File: src/rtl/delay_timer.sv
// One-shot delay timer counting us/ms tick strobes with start/busy/done.
// Optional periodic reload mode is enabled by DELAY_TIMER_RELOAD_EN.
module delay_timer #(
  parameter int CNT_W = 16
) (
  input  logic             clk,
  input  logic             rst,
  input  logic             us_tck,
  input  logic             ms_tck,
  input  logic             start,
  input  logic             unit_sel,
  input  logic [CNT_W-1:0] delay_val,
  input  logic             abort,
`ifdef DELAY_TIMER_RELOAD_EN
  input  logic             periodic,
`endif
  output logic             busy,
  output logic             done,
  output logic [CNT_W-1:0] remaining
);

  typedef enum logic [1:0] {
    IDLE,
    COUNT,
    DONE
  } state_t;

  state_t           state_q, state_d;
  logic             unit_q, unit_d;
  logic             busy_d, done_d;
  logic [CNT_W-1:0] rem_d;
  logic             tck;

`ifdef DELAY_TIMER_RELOAD_EN
  logic             per_q, per_d;
  logic [CNT_W-1:0] reload_q, reload_d;
`endif

  assign tck = unit_q ? ms_tck : us_tck;

  always_comb begin
    state_d = state_q;
    unit_d  = unit_q;
    busy_d  = busy;
    done_d  = 1'b0;
    rem_d   = remaining;
`ifdef DELAY_TIMER_RELOAD_EN
    per_d    = per_q;
    reload_d = reload_q;
`endif
    unique case (state_q)
      IDLE: begin
        if (start) begin
          unit_d = unit_sel;
`ifdef DELAY_TIMER_RELOAD_EN
          per_d    = periodic;
          reload_d = delay_val;
`endif
          if (delay_val != '0) begin
            state_d = COUNT;
            busy_d  = 1'b1;
            rem_d   = delay_val;
          end else begin
            state_d = DONE;
            done_d  = 1'b1;
          end
        end
      end
      COUNT: begin
        // abort beats a coincident final tick
        if (abort) begin
          state_d = IDLE;
          busy_d  = 1'b0;
          rem_d   = '0;
        end else if (tck) begin
          if (remaining <= CNT_W'(1)) begin
            done_d = 1'b1;
            rem_d  = '0;
`ifdef DELAY_TIMER_RELOAD_EN
            if (per_q) begin
              rem_d = reload_q;
            end else begin
              state_d = DONE;
              busy_d  = 1'b0;
            end
`else
            state_d = DONE;
            busy_d  = 1'b0;
`endif
          end else begin
            rem_d = remaining - CNT_W'(1);
          end
        end
      end
      DONE: begin
        state_d = IDLE;
      end
      default: begin
        state_d = IDLE;
        busy_d  = 1'b0;
        rem_d   = '0;
      end
    endcase
  end

  always_ff @(posedge clk) begin
    if (rst) begin
      state_q   <= IDLE;
      unit_q    <= 1'b0;
      busy      <= 1'b0;
      done      <= 1'b0;
      remaining <= '0;
`ifdef DELAY_TIMER_RELOAD_EN
      per_q    <= 1'b0;
      reload_q <= '0;
`endif
    end else begin
      state_q   <= state_d;
      unit_q    <= unit_d;
      busy      <= busy_d;
      done      <= done_d;
      remaining <= rem_d;
`ifdef DELAY_TIMER_RELOAD_EN
      per_q    <= per_d;
      reload_q <= reload_d;
`endif
    end
  end

endmodule
File: config.mk
export PLATFORM = sky130hd
export DESIGN_NAME = delay_timer
export DESIGN_NICKNAME = d
export VERILOG_FILES = /design/src/rtl/delay_timer.sv
export SDC_FILE = /design/constraint.sdc
export NUM_CORES = 1
export LEC_CHECK = 0
export ABC_AREA = 1
export CAP_MARGIN = 20
export CORE_UTILIZATION = 48
export DETAILED_ROUTE_END_ITERATION = 6
export PLACE_DENSITY = 0.86
export SYNTH_ARGS = -nofsm -noshare
export SYNTH_HDL_FRONTEND = slang
export SYNTH_SLANG_ARGS = --single-unit
File: constraint.sdc
create_clock -name clk -period 2.01 [get_ports clk]
set_clock_uncertainty 0.1 [all_clocks]
set_input_delay 0.3015 -clock clk [delete_from_list [all_inputs] [get_ports clk]]
set_output_delay 0.3015 -clock clk [all_outputs]
set_load 0.02 [all_outputs]
## Word-level counts from Yosys, hierarchy flattened

Index checks and enable logic that the tools add are counted.

| operators by class | value |
|---|---|
| reduce and logical (&&, ||, !) cells | 6 |
| multiplexer cells | 25 |
| bitwise operators | 1 |
| $add $sub $neg | 1 |
| $lt $le $gt $ge | 1 |
| equal/unequal tests | 6 |

Operator list:

| cell | count |
|---|---|
| 16-bit two-way mux | 5 |
| 16-bit case mux with 3 select lines | 1 |
| 16-bit by 1-bit <= comparator with 1-bit output, second input constant | 1 |
| 16-bit nonzero test | 1 |
| 16-bit by 1-bit subtractor with 16-bit output, second input constant | 1 |
| 1-bit two-way mux | 11 |
| 2-bit two-way mux | 5 |
| 3-bit inequality test, second input constant | 2 |
| 5-bit AND reduction | 1 |
| 2-bit inequality test, second input constant | 2 |
| 2-bit case mux with 2 select lines | 1 |
| 4-bit AND reduction | 1 |
| 1-bit case mux with 3 select lines | 1 |
| 3-bit AND reduction | 1 |
| 2-bit by 1-bit == test with 1-bit output, second input constant | 1 |
| 2-bit == test, second input constant | 1 |
| 2-bit logical NOT | 1 |
| 1-bit case mux with 2 select lines | 1 |
| 2-bit AND reduction | 1 |
| 1-bit NOT | 1 |

| word-level totals | value |
|---|---|
| logic and storage cells | 45 |
| bits of input ports | 23 |
| output and inout bits | 18 |
| register bits | 21 |

## Logic depth before layout (Yosys ltp)

Gate-level depths: netlist of the first run.

| logic depth | value |
|---|---|
| word-level depth | 5 |
| mapped depth | 12 |
| mapped depth without buffers | 11 |

## Least setup slack after synthesis of the first run

OpenSTA, ideal clock, no wires.

| timing path | value |
|---|---|
| kind | register -> register |
| from | register remaining[0] |
| to | register remaining[9] |
| required time | 1839 ps |
| slack | 272 ps |
| period minus slack after synthesis | 1738 ps |
| cell stages (with the launch flop) | 13 |
| library setup time | 71 ps |
| buffers on the path | 1 |
| data arrival time | 1567 ps |
| path through | dfxtp_1 -> inv_1 -> ha_1 -> inv_1 -> nand2_1 -> nand2_1 -> nor2_1 -> nand2_1 -> nand2_2 -> buf_6 -> o21ai_1 -> nand2_1 -> a21oi_1 |

| between the ends | value |
|---|---|
| longest elaborated chain between the ends | 5 |
| elaborated cells on any way between the ends | 6 |
| those cells by class | add/sub (1); order compare (1); mux (4) |

RTL lines:

| what | line | text |
|---|---|---|
| from (decl) | 19 | `output logic [CNT_W-1:0] remaining` |
| from (signal assigned) | 122 | `remaining <= rem_d;` |
| 16-bit by 1-bit subtractor with 16-bit output / 16-bit by 1-bit <= comparator with 1-bit output (equally long branches) | 91, 76 |  |
| 16-bit two-way mux (*) | 76 | `if (remaining <= CNT_W'(1)) begin` |
| 16-bit two-way mux (*) | 75 | `end else if (tck) begin` |
| 16-bit two-way mux (*) | 71 | `if (abort) begin` |
| 16-bit case mux with 3 select lines (*) | 51 | `unique case (state_q)` |

Every way passes the cells marked *; elsewhere a longest branch is shown, timed or not. The select of a mux whose other input is x is not followed.
A chain may end at the register's enable or synchronous reset.

## Final worst setup path of the first run

| timing path | value |
|---|---|
| from | register remaining[9] |
| to | output remaining[9] |

No word-level cell between the ends.

==> summary.txt, run 1 <==
Status
  – Status: finished, final reports clean

Synthesis
  – Post-synthesis sequential area ratio: ~28%
  – Synth top area share: 27.8%
  – Largest area contributor in the netlist: dfxtp_1
  – Syn avg cell area: 6.12 um^2
  – Synth top area cells: dfxtp_1 (28%), nand2_1 (24%), nor2_1 (7.5%)
  – Net Count, Synth: 272
  – Ys flop type: dfxtp_1
  – Synth Warn #: 0
  – Post-Syn Area: roughly 0.0015 mm^2
  – Yosys cell types: 29
  – Synth Instances: 247
  – Synthesized flop and latch total: 21
  – Post-synth ARST share: 0%
  – EDFF count, synth: 0

Global route
  – Overall routing resource usage: 25.4%
  – First-pass GRT wire length: 6.62 mm
  – Number of global-route vias before repair: 1454
  – Total gr overflow: 0
  – Largest net degree at the start of global routing: 17
  – Initial antenna violation count: 0

Route
  – Router iterations before antenna repair: 4
  – Vias post-DR: 1663
  – DR vias/cell: 5.01
  – Wire per inst: about 12 um
  – Final wirelength: 3.92 mm
  – Drt initial violations: 62
  – # DRC: 0
  – ANT nets after route: 0

CTS
  – H-Tree Depth: 1
  – Max clock buf depth: 2
  – Clk Latency, worst-skew pair: 0.31 ns
  – CTS Sinks: 21
  – Post-CTS Setup Inserts: 0
  – Inserted Clock Buffers: 3
  – Clock root cell: clkbuf_4
  – TritonCTS clock tree: yes
  – CTS clock-pin slew for the worst setup and hold paths: 0.12 ns

Floorplanning
  – Initial Util: ~53%
  – Num rows: 19
  – Die area: 0.00338 mm^2
  – Core box area: 0.00288 mm^2
  – Die Ht: 58.1 um
  – Die width: 58.1 um
  – Io pins: 41

Power and ir drop
  – Clock power frac: approximately 15%
  – Leakage: 0.885 nW
  – Net Sw Power: 0.599 mW
  – PwrDens: 713 mW/mm^2
  – Max VDD drop: between 0.5 and 0.6 mV
  – Sw Share: 42.2%
  – Gate power share: 48.9%
  – Seq pwr share: 36.4%
  – P_int: 0.822 mW

STA
  – Fin. Hold Viols: 0
  – Least-Margin Pin Slew: about 0.36 ns
  – Period utilization: between 90% and 100%
  – Slew Viols, Final: 0
  – Unrepaired setup endpoints after global routing: no
  – Slew headroom: 75.7%
  – Post-layout minimum cycle time: 1.88 ns
  – Setup TNS: 0 ns
  – Maximum clock rate: 532 MHz
  – Setup violations, final: 0

Cells and area
  – Nets@finish: 316
  – Reg area: roughly 420 um^2
  – Ant. Diodes: 0
  – Synthesis-to-layout area growth: 31.9%
  – Final cell count without fillers: between 300 and 400
  – Final core occ: between 60% and 70%
  – Filler cells: 264
  – Layout cell share with drive strength beyond 1: ~10%
  – Footprint of the multi-input gates: 976 um^2

Critical path
  – CP peak stage delay: 0.66 ns
  – R2R setup slack: 0.23 ns
  – Crit path DAT: roughly 1.5 ns
  – Critical path cell sequence: clkdlybuf4s50_1
  – Slowest cell on the critical path: clkdlybuf4s50_1
  – Setup Crit Path Kind: reg -> out
  – Worst setup SP type: flip-flop
  – Worst-case reg-to-reg path depth: 10
  – Crit path max fanout: 6
  – Worst r2r src: remaining[0]
  – Crit. path cell count: 1
  – Buf/Inv on CP: 1
  – Worst setup EP type: primary output
  – Reg2reg end: done
  – WP data required: 1.61 ns
  – Crit path launch: remaining[9]
  – Critical path's top delay family: buffers and inverters
  – Critical Path End: remaining[9]

Placement
  – Port Buf Inserts: 40
  – HPWL Detailed: approximately 3.1 mm
  – RePlAce Congestion: 0.847
  – Inst Count DP: between 300 and 400

Flow run
  – Max-cap violation count: 0

Worst hold path
  – Min-delay src: unit_q
  – Worst min-delay path class: reg -> reg
[routing by layer]
metal / up-vias / share of wire [%] / GRT usage, % / wire length, um
met5: - / 0 / 0 / 0
met4: 0 / 1.1 / 5.44 / 42
met3: 6 / 7.0 / 5.13 / 274
met2: 61 / 46 / 39.4 / 1810
met1: 731 / 46 / 36.3 / 1790
li1: 865 / - / - / -
[cells by family after synthesis]
family | Yosys count | share of synthesized area, %
XOR/XNOR | 6 | 3.48
flip-flops | 21 | 27.8
buffers and inverters | 27 | 7.95
adder cells (fa/ha/maj) | 2 | 1.66
AND/OR/NAND/NOR | 156 | 46.8
AO/OA/AOI/OAI | 35 | 12.3
[how the worst min path moves through the flow]
stage | to | slack, ns | depth (start not counted)
2_1_floorplan | unit_q | 0.35 | 2
6_report | unit_q | 0.39 | 2
3_5_place_dp | unit_q | 0.38 | 2
5_1_grt | busy | 0.45 | 2
3_3_place_gp | unit_q | 0.37 | 2
4_1_cts | unit_q | 0.39 | 2
[power by group through the flow]
stage / registers, mW / clock network [mW] / logic [mW]
after floorplan: 0.559 / 0 / 0.431
after global placement: 0.525 / 0 / 0.671
after detailed placement: 0.524 / 0 / 0.683
after CTS: 0.516 / 0.214 / 0.688
after global routing: 0.524 / 0.239 / 0.775
final: 0.517 / 0.210 / 0.695
[registers in the layout, summed over array words and instances, names as in the netlist]
register / flops
state_q: 2
done: 1
unit_q: 1
busy: 1
remaining: 16
[synthesized netlist by cell type, drive strengths merged, types with 3 or more instances]
master,n
nor2,38
o21ai,11
buf,3
clkbuf,3
a21oi,20
nand3,12
xnor2,4
dfxtp,21
nand2,101
inv,21
[final cells by class]
cell class | instances | share of cell area, %
multi-input cells | 199 | 49.0
repair buffers | 45 | 22.0
flip-flops and latches | 21 | 21.2
inverters | 21 | 3.95
well taps | 42 | 2.64
clock buffers | 4 | 1.32
[through the flow]
stage / cell area, um^2 / hold slack (ns) / setup WS (ns) / total power [mW]
floorplan: 1510 / 0.352 / 0.272 / 0.990
global placement: 1960 / 0.370 / 0.142 / 1.20
detailed placement: 1960 / 0.376 / 0.100 / 1.21
CTS: 1990 / 0.394 / 0.126 / 1.42
global route: 1990 / 0.448 / 0.0112 / 1.54
finish: 1990 / 0.391 / 0.129 / 1.42
[placed cells by master, fill, tap and decap left out, types with 3 or more instances in the layout]
cell type         n
nand2_1          97
clkdlybuf4s50_1  40
nor2_1           30
dfxtp_1          20
a21oi_1          19
inv_1            17
nand3_1          10
o21ai_1           9
buf_4             5
xnor2_1           4
nor2_4            4
inv_2             4
nor2_2            3
clkbuf_4          3
[what timing repair did]
item	CTS	global route
endpoints found under the setup margin	0	17
hold endpoints to repair	0	0
gates resized for setup	0	2
hold buffers	0	0
No activity file was read; power rests on OpenSTA's default activity.
==> run 2: changes to the inputs <==
--- a/config.mk
+++ b/config.mk
@@ -13,3 +13,4 @@
 export SYNTH_ARGS = -nofsm -noshare
 export SYNTH_HDL_FRONTEND = slang
 export SYNTH_SLANG_ARGS = --single-unit
+export TNS_END_PERCENT = 1
==> results of run 2 <==
The final DEF is identical to that of run 1; final timing and power are the same.
